`config.mk`:
```
export PLATFORM = sky130hd
export DESIGN_NAME = dma_2d_desc_sequencer
export DESIGN_NICKNAME = d
export VERILOG_FILES = /design/src/rtl/dma_2d_desc_sequencer.sv
export SDC_FILE = /design/constraint.sdc
export NUM_CORES = 1
export LEC_CHECK = 0
export ABC_AREA = 1
export BUFFER_PORTS_ARGS = -buffer_cell sky130_fd_sc_hd__buf_2
export CORE_ASPECT_RATIO = 1.5
export CORE_UTILIZATION = 40
export CTS_CLUSTER_DIAMETER = 100
export DETAILED_ROUTE_END_ITERATION = 7
export GPL_ROUTABILITY_DRIVEN = 0
export SYNTH_ARGS = -nofsm -noshare
export SYNTH_HDL_FRONTEND = slang
export SYNTH_SLANG_ARGS = --single-unit
```
`constraint.sdc`:
```
create_clock -name clk -period 10.1 [get_ports clk]
set_input_delay 1.01 -clock clk [delete_from_list [all_inputs] [get_ports clk]]
set_output_delay 1.01 -clock clk [all_outputs]
set_load 0.03 [all_outputs]
```
`src/rtl/dma_2d_desc_sequencer.sv`:
```
// Descriptor queue and sequencer for the 2D DMA engine: pops one 2D descriptor at a time,
// starts the read/write masters together and raises an interrupt once both have finished.
module dma_2d_desc_sequencer #(
  parameter int DEPTH = 4,
  parameter int CNT_W = 16
) (
  input  logic                   clk,
  input  logic                   reset_n,
  input  logic                   i_desc_valid,
  output logic                   o_desc_ready,
  input  logic [31:0]            i_desc_src,
  input  logic [31:0]            i_desc_dst,
  input  logic [31:0]            i_desc_width,
  input  logic [31:0]            i_desc_height,
  input  logic [31:0]            i_desc_src_stride,
  input  logic [31:0]            i_desc_dst_stride,
  input  logic                   i_flush,
  output logic [31:0]            o_src_addr,
  output logic [31:0]            o_dst_addr,
  output logic [31:0]            o_img_width,
  output logic [31:0]            o_img_height,
  output logic [31:0]            o_src_stride,
  output logic [31:0]            o_dst_stride,
  output logic                   o_rd_start,
  output logic                   o_wr_start,
  input  logic                   i_read_done,
  input  logic                   i_write_done,
  output logic                   o_busy,
  output logic [$clog2(DEPTH):0] o_level,
  output logic                   o_irq,
  output logic                   o_irq_err,
  output logic [CNT_W-1:0]       o_done_count
);

  localparam int AW = $clog2(DEPTH);
  localparam int DW = 6 * 32;
  localparam logic [AW:0] FULL_LVL = (AW + 1)'(DEPTH);

  typedef enum logic [2:0] {S_IDLE, S_LOAD, S_START, S_WAIT, S_RETIRE} state_t;

  state_t        state;
  logic [DW-1:0] mem [DEPTH];
  logic [DW-1:0] head;
  logic [AW-1:0] wr_ptr;
  logic [AW-1:0] rd_ptr;
  logic          ready_en;
  logic          full;
  logic          empty;
  logic          push;
  logic          pop;
  logic          rd_done_q;
  logic          wr_done_q;
  logic          rd_rise;
  logic          wr_rise;
  logic          rd_seen;
  logic          wr_seen;
  logic          err;
  logic          desc_bad;

  assign full         = (o_level == FULL_LVL);
  assign empty        = (o_level == '0);
  assign o_desc_ready = ready_en && !full && !i_flush;
  assign push         = i_desc_valid && o_desc_ready;
  assign pop          = (state == S_IDLE) && !empty;
  assign head         = mem[rd_ptr];
  assign o_busy       = (state != S_IDLE) || !empty;

  // Only rising edges count, so done levels left high by the previous transfer are ignored.
  assign rd_rise  = i_read_done && !rd_done_q;
  assign wr_rise  = i_write_done && !wr_done_q;
  assign desc_bad = (o_img_width == '0) || (o_img_height == '0) || (o_img_width[1:0] != 2'b00);

  always_ff @(posedge clk) begin
    if (push) begin
      mem[wr_ptr] <= {i_desc_src, i_desc_dst, i_desc_width, i_desc_height,
                      i_desc_src_stride, i_desc_dst_stride};
    end
  end

  always_ff @(posedge clk or negedge reset_n) begin
    if (!reset_n) begin
      wr_ptr   <= '0;
      rd_ptr   <= '0;
      o_level  <= '0;
      ready_en <= 1'b0;
    end else begin
      ready_en <= 1'b1;
      if (i_flush) begin
        wr_ptr  <= '0;
        rd_ptr  <= '0;
        o_level <= '0;
      end else begin
        if (push) wr_ptr <= wr_ptr + 1'b1;
        if (pop)  rd_ptr <= rd_ptr + 1'b1;
        if (push && !pop)      o_level <= o_level + 1'b1;
        else if (!push && pop) o_level <= o_level - 1'b1;
      end
    end
  end

  always_ff @(posedge clk or negedge reset_n) begin
    if (!reset_n) begin
      state        <= S_IDLE;
      o_src_addr   <= '0;
      o_dst_addr   <= '0;
      o_img_width  <= '0;
      o_img_height <= '0;
      o_src_stride <= '0;
      o_dst_stride <= '0;
      o_rd_start   <= 1'b0;
      o_wr_start   <= 1'b0;
      o_irq        <= 1'b0;
      o_irq_err    <= 1'b0;
      o_done_count <= '0;
      rd_done_q    <= 1'b0;
      wr_done_q    <= 1'b0;
      rd_seen      <= 1'b0;
      wr_seen      <= 1'b0;
      err          <= 1'b0;
    end else begin
      o_rd_start <= 1'b0;
      o_wr_start <= 1'b0;
      o_irq      <= 1'b0;
      o_irq_err  <= 1'b0;
      rd_done_q  <= i_read_done;
      wr_done_q  <= i_write_done;
      unique case (state)
        S_IDLE: begin
          if (!empty) begin
            state <= S_LOAD;
            {o_src_addr, o_dst_addr, o_img_width, o_img_height,
             o_src_stride, o_dst_stride} <= head;
          end
        end
        S_LOAD: begin
          err <= desc_bad;
          if (desc_bad) begin
            state     <= S_RETIRE;
            o_irq     <= 1'b1;
            o_irq_err <= 1'b1;
          end else begin
            state      <= S_START;
            o_rd_start <= 1'b1;
            o_wr_start <= 1'b1;
          end
        end
        S_START: begin
          rd_seen <= 1'b0;
          wr_seen <= 1'b0;
          state   <= S_WAIT;
        end
        S_WAIT: begin
          rd_seen <= rd_seen || rd_rise;
          wr_seen <= wr_seen || wr_rise;
          if ((rd_seen || rd_rise) && (wr_seen || wr_rise)) begin
            state     <= S_RETIRE;
            o_irq     <= 1'b1;
            o_irq_err <= err;
            if (!err) o_done_count <= o_done_count + 1'b1;
          end
        end
        S_RETIRE: state <= S_IDLE;
        default:  state <= S_IDLE;
      endcase
    end
  end

endmodule
```
==> results.txt, run 1 <==
# IOs: 415
Syn Std Cell Area: 37400 um2
Internal: 7.88 mW
storage element area: 28800 um2
Synth area leaders: edfxtp_1 62%, dfrtp_1 15%, nor2_1 10%
Slew Limit Fails: 0
Routed WL per cell: 19.1 um
port bufs: 414
status: finished, final reports clean
final WL: 88.9 mm
Clock Path Buffers: 3
CTS Hold Bufs: 0
Die X: 252 um
area share of the largest cell type after synthesis: 61.6%
Starting Density: 40.3%
fin cells: 4659
Period minus WS final: 3.26 ns
Die Area: 94800 um2
Root Driver: clkbuf_16
fillers: 8327
leak pwr: 15.8 nW
Yosys top cell by area: edfxtp_1
worst-path maximum fanout: 163
critical path's slowest cell: dfrtp_4
Unique masters post-synth: 28
H-tree levels: 3
critical path endpoint category: register
CTS tree: yes
final setup vio count: 0
Max VDD drop: 315 uV
WS Path Type: reg -> reg
Routed Antenna Nets: 0
max cap viols: 0
number of post-CTS setup repair buffers: 0
CP Cell Sequence: buf_12, buf_4, nor2_1, nor2_1, o21ai_0, a31oi_1
DR iter-0 viols: 1335
CTS sink cnt: 995
hpwl dp: 48.9 mm
nets: 3518
Reg power frac: 42.9%
Combinational Power Share: 29.0%
first-pass GRT wire length: 133 mm
die height: 377 um
via count: 23.2k
Area Overhead vs Synth: 16.7%
crit share post-route: 32.3%
Total Routing Usage GR: 18.6%
Mean Syn Cell Area: 12.7 um2
Core Region: 92900 um2
most common cell after layout, fill and taps aside: nor2_1
Max stage delay on crit path: 0.93 ns
worst skew pair latency: 0.68 ns
initial antenna violation count: 34
sequential element share of the synthesized area: 76.8%
Post-route DRC: 0
Inserted Clock Buffers: 95
CP bufs+invs: 2
Hold Path Class: in -> async
clk_skew: 0.0207 ns
Most common cell on crit path: nor2_1
most frequent cells in the layout: 997 x nor2_1, 768 x edfxtp_1, 413 x buf_2, 395 x o21ai_0, 225 x dfrtp_1
unrepaired setup endpoints after global routing: no
cells after synthesis: 2951
row cnt: 137
Crit path max-delay family: buffers and inverters
Switch Pwr: 4.49 mW
fmax: 307 MHz
drt via density: 4.99
CTS resizes: 0
worst relative slew slack: 21.7%
Critical Path RT: 10.68 ns
vias in the first global route: 22.2k
final hold vios: 0
layout cell share with drive strength beyond 1: 17.5%
clock slew at reported path FFs: 0.06 ns
Clk network pwr share: 28.2%
drt pass-1 iters: 5
largest net degree at the start of global routing: 179
Placed Cells: 4468
Multi-input gate area: 7730 um2
Total Power: 12.4 mW
Yosys reg bits: 995
Switching Fraction: 36.3%
post-synth net total: 3155
WP data arrival: 3.84 ns
YS warnings: 0
CP Launch Type: register
Least-Margin Pin Slew: 1.17 ns
pwr dens: 283 nW/um2
residual overflow from global routing: 0
-- flip-flops by register name, summed over array words and instances (netlist names), 2 cells and up --
register and cells:
rd_ptr 2, o_dst_stride 32, o_done_count 16, o_level 3, state 3, o_img_width 32
wr_ptr 2, o_src_stride 32, mem 768, o_img_height 32, o_src_addr 32, o_dst_addr 32
-- power by group through the flow --
stage | clock, mW | sequential [mW] | combinational (mW)
floorplan | 0 | 6.03 | 1.85
global placement | 0 | 5.38 | 3.58
detailed placement | 0 | 5.39 | 3.64
CTS | 3.57 | 5.31 | 3.64
global route | 3.70 | 5.36 | 3.96
finish | 3.48 | 5.30 | 3.58
-- cell type report --
| class | instances | share of cell area [%] |
|---|---|---|
| Inverter | 47 | 0.438 |
| Sequential cell | 995 | 65.8 |
| Antenna cell | 13 | 0.0745 |
| Multi-Input combinational cell | 1735 | 17.7 |
| Clock buffer | 136 | 6.12 |
| Tap cell | 1251 | 3.58 |
| Clock inverter | 42 | 0.871 |
| Timing Repair Buffer | 440 | 5.39 |
-- synthesized netlist by cell type --
cell type,instances
nor2_1,1002
edfxtp_1,768
o21ai_0,395
dfrtp_1,227
a31oi_1,188
buf_2,86
nand2_1,82
clkbuf_1,63
inv_1,45
nand3_1,18
buf_1,14
xor2_1,11
nor3_1,8
buf_6,6
buf_4,5
ha_1,5
nand4_1,4
o21ai_1,4
o22ai_1,4
xnor2_1,4
a21oi_1,3
inv_2,2
nor2_2,2
a22o_1,1
conb_1,1
fa_1,1
nand3b_1,1
o21bai_1,1
-- kinds of logic after synthesis --
kind of cell	count (synthesis)	synth area share, %
buffers and inverters	221	2.67
flip-flops	995	76.8
XOR/XNOR	15	0.351
adder cells (fa/ha/maj)	6	0.221
AND/OR/NAND/NOR	1117	11.3
other	1	0.0100
AO/OA/AOI/OAI	596	8.63
-- final timing paths --
check / slack [ns] / endpoint / start / depth (start not counted)
setup reg to reg: 6.84 / o_src_stride[22] / rd_ptr[0] / 6
hold / removal: 0.33 / o_img_width[1] / reset_n / 1
hold reg to reg: 0.51 / wr_seen / wr_seen / 1
setup / recovery: 6.84 / o_src_stride[22] / rd_ptr[0] / 6
max in group asynchronous: 7.66 / o_dst_stride[1] / reset_n / 3
min in group clk: 0.45 / wr_done_q / i_write_done / 1
-- through the flow --
step / worst slack [ns] / hold slack [ns] / cell area [um2] / utilization (%) / TNS [ns]
2_1_floorplan: -0.0563 / 0.460 / 37400 / - / -43.25
3_3_place_gp: 6.71 / 0.478 / 40600 / 43.7 / 0
3_5_place_dp: 6.67 / 0.494 / 40600 / 43.7 / 0
4_1_cts: 6.72 / 0.301 / 43600 / 47.0 / 0
5_1_grt: 6.48 / 0.353 / 43700 / 47.0 / 0
6_report: 6.84 / 0.331 / 43700 / 47.0 / 0
-- routing by layer --
layer	global-route usage, %	vias to the layer above	wire (um)
li1	-	11100	-
met1	22.2	11300	35500
met2	31.6	589	44100
met3	5.22	179	6440
met4	7.46	40	2500
met5	0	-	273
Note: power is estimated with default switching activity, not from simulation.
==> inputs of run 2 (changes only) <==
--- a/config.mk
+++ b/config.mk
@@ -5,7 +5,7 @@
 export SDC_FILE = /design/constraint.sdc
 export NUM_CORES = 1
 export LEC_CHECK = 0
-export ABC_AREA = 1
+export ABC_AREA = 0
 export BUFFER_PORTS_ARGS = -buffer_cell sky130_fd_sc_hd__buf_2
 export CORE_ASPECT_RATIO = 1.5
 export CORE_UTILIZATION = 40
==> constraint.sdc (replaced) <==
create_clock -name clk -period 2.6 [get_ports clk]
set_input_delay 0.26 -clock clk [delete_from_list [all_inputs] [get_ports clk]]
set_output_delay 0.26 -clock clk [all_outputs]
set_load 0.03 [all_outputs]
==> run 2 against run 1 <==
Synthesized cell count is 46% lower. Largest power group unchanged. Hold slack worse by 0.24 ns. Sequential cell count stayed put.
==> results.txt, run 2 <==
CTS sink cnt: 995 (unchanged)
largest net degree at the start of global routing: 56 (was 179)
Synth area leaders: edfxtp_1 63%, dfrtp_1 16%, mux4_2 12% (was edfxtp_1 62%, dfrtp_1 15%, nor2_1 10%)
cells after synthesis: 1583 (was 2951)
Async SR Flop Fraction: 22.8% (unchanged)
drt pass-1 iters: 4 (was 5)
Routed Antenna Nets: 0 (unchanged)
M1 GR Usage: 21.8% (was 22.2%)
number of post-CTS setup repair buffers: 0 (unchanged)
Routed WL per cell: 22.9 um (was 19.1 um)
Post-route DRC: 0 (unchanged)
clk_skew: 0.0209 ns (was 0.0207 ns)
Switch Pwr: 15.1 mW (was 4.49 mW)
number of flops mapped to enable cells by yosys: 768 (unchanged)
Placed Cells: 3157 (was 4468)
worst relative slew slack: 57.6% (was 21.7%)
M2 GR Usage: 31.0% (was 31.6%)
ys flop type: edfxtp_1 (unchanged)
Area Overhead vs Synth: 25.4% (was 16.7%)
Mean Syn Cell Area: 23.0 um2 (was 12.7 um2)
port bufs: 414 (unchanged)
CP Launch Type: register (unchanged)
critical path startpoint: o_img_height[28] (was rd_ptr[0])
Max VDD drop: 828 uV (was 315 uV)
initial antenna violation count: 9 (was 34)
residual overflow from global routing: 0 (unchanged)
area share of the largest cell type after synthesis: 63.3% (was 61.6%)
most frequent cell after synthesis: edfxtp_1 (was nor2_1)
Total Power: 48.0 mW (was 12.4 mW)
Core Region: 90200 um2 (was 92900 um2)
unrepaired setup endpoints after global routing: no (unchanged)
nets: 2490 (was 3518)
Yosys top cell by area: edfxtp_1 (unchanged)
Hold Path Class: in -> async (unchanged)
Reg power frac: 42.7% (was 42.9%)
post-synth net total: 1787 (was 3155)
hpwl dp: 52.4 mm (was 48.9 mm)
Die Area: 92300 um2 (was 94800 um2)
die height: 372 um (was 377 um)
via count: 18.1k (was 23.2k)
Die X: 248 um (was 252 um)
H-tree levels: 3 (unchanged)
worst setup margin: 0.180 ns (was 6.84 ns)
WS Path Type: reg -> reg (unchanged)
Slew Limit Fails: 0 (unchanged)
fillers: 7325 (was 8327)
Biggest register: mem (unchanged)
critical path endpoint category: register (unchanged)
Clock Path Buffers: 3 (unchanged)
layout cell share with drive strength beyond 1: 42.9% (was 17.5%)
Commonest cells post-synth: 768 x edfxtp_1, 227 x dfrtp_1, 193 x mux2_2, 192 x mux4_2, 33 x buf_2 (was 1002 x nor2_1, 768 x edfxtp_1, 395 x o21ai_0, 227 x dfrtp_1, 188 x a31oi_1)
Unique masters post-synth: 43 (was 28)
Total Routing Usage GR: 18.0% (was 18.6%)
fin cells: 3539 (was 4659)
Period minus WS final: 2.42 ns (was 3.26 ns)
pwr dens: 1050 nW/um2 (was 283 nW/um2)
Most Crowded Layer GR: met2 (unchanged)
drt via density: 5.10 (was 4.99)
# IOs: 415 (unchanged)
Yosys reg bits: 995 (unchanged)
Starting Density: 40.4% (was 40.3%)
leak pwr: 16.1 nW (was 15.8 nW)
first-pass GRT wire length: 123 mm (was 133 mm)
worst-path maximum fanout: 3 (was 163)
max reg flops: 768 (unchanged)
Critical Path RT: 3.16 ns (was 10.68 ns)
CTS resizes: 0 (unchanged)
Least-Margin Pin Slew: 0.629 ns (was 1.17 ns)
crit share post-route: 93.1% (was 32.3%)
row cnt: 135 (was 137)
Place WS: 0.132 ns (was 6.67 ns)
Clk network pwr share: 27.9% (was 28.2%)
Root Driver: clkbuf_16 (unchanged)
status: finished, final reports clean (unchanged)
Switching Fraction: 31.4% (was 36.3%)
most frequent cells in the layout: 768 x edfxtp_1, 413 x buf_2, 222 x dfrtp_1, 197 x dlygate4sd3_1, 193 x mux2_2 (was 997 x nor2_1, 768 x edfxtp_1, 413 x buf_2, 395 x o21ai_0, 225 x dfrtp_1)
most common cell after layout, fill and taps aside: edfxtp_1 (was nor2_1)
vias in the first global route: 19.8k (was 22.2k)
Syn Std Cell Area: 36400 um2 (was 37400 um2)
WP data arrival: 2.98 ns (was 3.84 ns)
worst skew pair latency: 0.67 ns (was 0.68 ns)
YS warnings: 0 (unchanged)
CTS tree: yes (unchanged)
sequential element share of the synthesized area: 78.9% (was 76.8%)
Internal: 32.9 mW (was 7.88 mW)
Combinational Power Share: 29.4% (was 29.0%)
final hold vios: 0 (unchanged)
met3 Track Usage GR: 3.75% (was 5.22%)
DR iter-0 viols: 936 (was 1335)
max cap viols: 0 (unchanged)
clock slew at reported path FFs: 0.06 ns (about the same)
worst hold margin: 0.0928 ns (was 0.331 ns)
final setup vio count: 0 (unchanged)
Crit Reg-Reg Startpoint: o_img_height[28] (was rd_ptr[0])
final WL: 81.2 mm (was 88.9 mm)
Inserted Clock Buffers: 94 (was 95)
fmax: 413 MHz (was 307 MHz)
==> run 2: cell count changes in the layout (fill, tap and decap cells not counted), moves of 69 or more <==
cell | before | now
o21ai_0 | 395 | 6
mux2_2 | 0 | 193
mux4_2 | 0 | 192
nand2_1 | 82 | 13
a31oi_1 | 188 | 0
dlygate4sd3_1 | 0 | 197
nor2_1 | 997 | 16
==> run 2: worst max-delay path, cell delays in order, from the launching register on <==
cell	delay, ns
dfrtp_1	0.43
nor4_1	0.53
nand4_1	0.41
o22ai_1	0.52
o311ai_0	0.27
o21ai_0	0.15
==> run 2: area by class of cell <==
class	instances	area, um2	share of cell area (%)
sequential	995	28800	63.0
multi-input combinational	514	7370	16.2
timing repair buffer	674	5000	11.0
clock buffer	137	2700	5.91
tap	1164	1460	3.19
clock inverter	40	324	0.710
inverter	7	26.3	0.0576
antenna	8	20.0	0.0439
==> run 2: logic make-up (layout without fill, tap and decap cells) <==
group           Yosys count  count (layout)  share of synthesized area (%)
flops                   995             995                           78.9
mux                     385             385                           17.8
simple gates             86              86                           1.35
buf+inv                  74             858                          0.887
xor+xnor                 19              19                          0.457
compound gates           17              17                          0.296
fa+ha+maj                 6               6                          0.227
other cells               1               9                         0.0103
==> run 2: worst paths after layout <==
path                       slack [ns]  cells past startpoint          endpoint
max                              0.18                      5          state[2]
min                              0.09                      2   o_img_width[22]
max reg2reg                      0.18                      5          state[2]
min reg2reg                      0.47                      1  o_done_count[15]
max in group asynchronous        1.59                      4    o_src_addr[27]
min in group clk                 0.28                      2         rd_done_q
==> run 2: timing repair <==
item / in CTS / in global routing
setup endpoints to repair: 0 / 0
endpoints found under the hold margin: 984 / 0
hold buffers: 197 / 0
==> run 2: power groups by stage <==
stage	Clock [mW]	Combinational, mW	Sequential (mW)
after floorplan	0	6.51	23.7
after global placement	0	14.0	20.7
after detailed placement	0	14.1	20.8
after CTS	13.8	14.4	20.5
after global routing	14.3	15.1	20.8
final	13.4	14.1	20.5
==> run 2: metrics by stage <==
step / area (um2) / utilization [%] / TNS, ns
final: 45700 / 50.6 / 0
after global routing: 45700 / 50.6 / 0
after CTS: 45600 / 50.6 / 0
after detailed placement: 40600 / 45.1 / 0
after global placement: 40600 / 45.1 / 0
after floorplan: 36400 / - / -93.64
==> run 2: layer usage <==
metal  up-vias  routed length (um)
met5         -                  13
met4         2                2500
met3       123                4510
met2       521               42200
met1      9519               32000
li1       7901                   -
==> inputs of run 3 (changes only) <==
--- a/config.mk
+++ b/config.mk
@@ -7,8 +7,9 @@
 export LEC_CHECK = 0
 export ABC_AREA = 0
 export BUFFER_PORTS_ARGS = -buffer_cell sky130_fd_sc_hd__buf_2
-export CORE_ASPECT_RATIO = 1.5
+export CORE_ASPECT_RATIO = 1.4
 export CORE_UTILIZATION = 40
+export CTS_BUF_LIST = sky130_fd_sc_hd__clkbuf_16
 export CTS_CLUSTER_DIAMETER = 100
 export DETAILED_ROUTE_END_ITERATION = 7
 export GPL_ROUTABILITY_DRIVEN = 0
==> run 3 against run 2 <==
Cell count is 0.93% higher. Routed wire length is 1.2% higher. Critical path depth stayed put. Die area hardly changed. Utilization is 0.52 points higher. First-iteration DRC count is 6.1% higher. Global-route usage is 0.16 points higher. Hold slack worse by 0.013 ns. Combinational power hardly changed. Critical path type unchanged. Critical endpoint is now o_irq. Largest power group unchanged. Highest routed layer unchanged.
==> results.txt, run 3 (synthesized netlist as in run 2, its figures left out) <==
Slew Limit Fails: 0 (unchanged)
first-pass GRT wire length: 125 mm (was 123 mm)
Period minus WS final: 2.41 ns (was 2.42 ns)
largest net degree at the start of global routing: 65 (was 56)
CP Launch Type: register (unchanged)
worst setup margin: 0.188 ns (was 0.180 ns)
Inserted Clock Buffers: 96 (was 94)
DR iter-0 viols: 993 (was 936)
Combinational Power Share: 28.7% (was 29.4%)
Placed Cells: 3190 (was 3157)
Place WS: 0.145 ns (was 0.132 ns)
max cap viols: 0 (unchanged)
Critical Path RT: 3.18 ns (was 3.16 ns)
Reg-to-Reg End: o_irq (was state[2])
final setup vio count: 0 (unchanged)
Core Region: 89900 um2 (was 90200 um2)
hpwl dp: 52.4 mm (about the same)
die height: 359 um (was 372 um)
max reg flops: 768 (unchanged)
Worst R2R Path Depth: 5 (unchanged)
critical path endpoint category: register (unchanged)
final WL: 82.2 mm (was 81.2 mm)
residual overflow from global routing: 0 (unchanged)
drt pass-1 iters: 5 (was 4)
Hold Path Class: in -> async (unchanged)
Least-Margin Pin Slew: 0.695 ns (was 0.629 ns)
Reg power frac: 42.1% (was 42.7%)
Routed WL per cell: 23.0 um (was 22.9 um)
Util after Layout: 51.1% (was 50.6%)
unrepaired setup endpoints after global routing: no (unchanged)
Max VDD drop: 840 uV (was 828 uV)
most frequent cells in the layout: 768 x edfxtp_1, 413 x buf_2, 222 x dfrtp_1, 197 x dlygate4sd3_1, 193 x mux2_2 (unchanged)
worst-path maximum fanout: 3 (unchanged)
nets: 2501 (was 2490)
via count: 18.3k (was 18.1k)
status: finished, final reports clean (unchanged)
Die X: 257 um (was 248 um)
clock slew at reported path FFs: 0.07 ns (was 0.06 ns)
Internal: 33.7 mW (was 32.9 mW)
R2R setup slack: 0.19 ns (was 0.18 ns)
Crit Reg-Reg Startpoint: o_img_height[25] (was o_img_height[28])
WS Path Type: reg -> reg (unchanged)
TNS Setup: 0 ns (unchanged)
Clk network pwr share: 29.3% (was 27.9%)
vias in the first global route: 20.0k (was 19.8k)
clk_skew: 0.0261 ns (was 0.0209 ns)
Root Driver: clkbuf_16 (unchanged)
fillers: 7151 (was 7325)
Total Routing Usage GR: 18.1% (was 18.0%)
drt via density: 5.12 (was 5.10)
leak pwr: 16.3 nW (was 16.1 nW)
H-tree levels: 3 (unchanged)
WP data arrival: 2.99 ns (was 2.98 ns)
Area Overhead vs Synth: 26.3% (was 25.4%)
Starting Density: 40.5% (was 40.4%)
worst skew pair latency: 0.70 ns (was 0.67 ns)
Clock Path Buffers: 3 (unchanged)
Routed Antenna Nets: 0 (unchanged)
Post-route DRC: 0 (unchanged)
final hold vios: 0 (unchanged)
initial antenna violation count: 9 (unchanged)
# IOs: 415 (unchanged)
CTS tree: yes (unchanged)
crit share post-route: 92.8% (was 93.1%)
most common cell after layout, fill and taps aside: edfxtp_1 (unchanged)
row cnt: 130 (was 135)
fin cells: 3572 (was 3539)
Die Area: 92300 um2 (about the same)
fmax: 415 MHz (was 413 MHz)
port bufs: 414 (unchanged)
layout cell share with drive strength beyond 1: 43.3% (was 42.9%)
Switching Fraction: 31.3% (was 31.4%)
Biggest register: mem (unchanged)
Switch Pwr: 15.4 mW (was 15.1 mW)
worst relative slew slack: 53.7% (was 57.6%)
CTS sink cnt: 995 (unchanged)
Total Power: 49.1 mW (was 48.0 mW)
pwr dens: 1070 nW/um2 (was 1050 nW/um2)
[run 3: cell count changes in the layout (fill, tap and decap cells not counted), moves of 5 or more]
| cell | before | now |
|---|---|---|
| inv_1 | 7 | 31 |
| bufinv_16 | 4 | 15 |
| clkbuf_1 | 28 | 0 |
| clkinvlp_4 | 2 | 7 |
| clkbuf_8 | 12 | 0 |
| clkinv_2 | 16 | 11 |
| buf_4 | 25 | 34 |
[run 3: what timing repair did]
item	in CTS	in global routing
setup buffers	0	0
hold buffers	197	0
setup endpoints to repair	0	0
hold endpoints to repair	1005	0
gates resized for setup	0	0
[run 3: metal layers]
metal  vias up  GRT usage [%]  share of wire (%)
li1       7924              -                  -
met2       508           31.5                 53
met4         6           6.42                2.6
met3       128           3.96                5.1
met5         -              0              0.055
met1      9725           22.1                 40
[run 3: power by group through the flow]
stage          Clock [mW]  Sequential [mW]  Combinational [mW]
6_report             14.4             20.6                14.1
3_5_place_dp            0             21.0                14.0
2_1_floorplan           0             23.7                6.51
4_1_cts              14.7             20.7                14.3
5_1_grt              15.3             20.9                14.9
3_3_place_gp            0             20.9                13.8
[run 3: worst max-delay path by stage]
stage | to | slack, ns | startpoint | cells after the start
finish | o_irq | 0.19 | o_img_height[25] | 5
global route | o_irq | 0.14 | o_img_height[25] | 5
CTS | o_irq | 0.11 | o_img_height[25] | 5
detailed placement | o_irq | 0.14 | o_img_height[25] | 5
global placement | o_irq | 0.13 | o_img_height[25] | 5
floorplan | mem[0][0] | -0.12 | o_level[2] | 3
[run 3: critical path, stage by stage, from the launching register on]
cell,delay [ns]
dfrtp_1,0.42
nor4_1,0.50
nand4_1,0.44
o22ai_1,0.51
o311ai_0,0.26
o21ai_0,0.17
[run 3: cell type report]
cell class              count  area (um2)  area share, %
well taps                1188        1490           3.23
multi-input cells         514        7370           16.0
clock buffers              97        2430           5.28
flip-flops and latches    995       28800           62.5
diodes                      5        12.5         0.0272
repair buffers            683        5070           11.0
clock inverters            83         843           1.83
inverters                   7        26.3         0.0571
[run 3: stage by stage]
stage	cell area [um2]	hold WS [ns]
after global placement	40700	0.216
after global routing	46000	0.0770
after floorplan	36400	-0.0356
after CTS	46000	0.0387
after detailed placement	40700	0.219
final	46000	0.0798
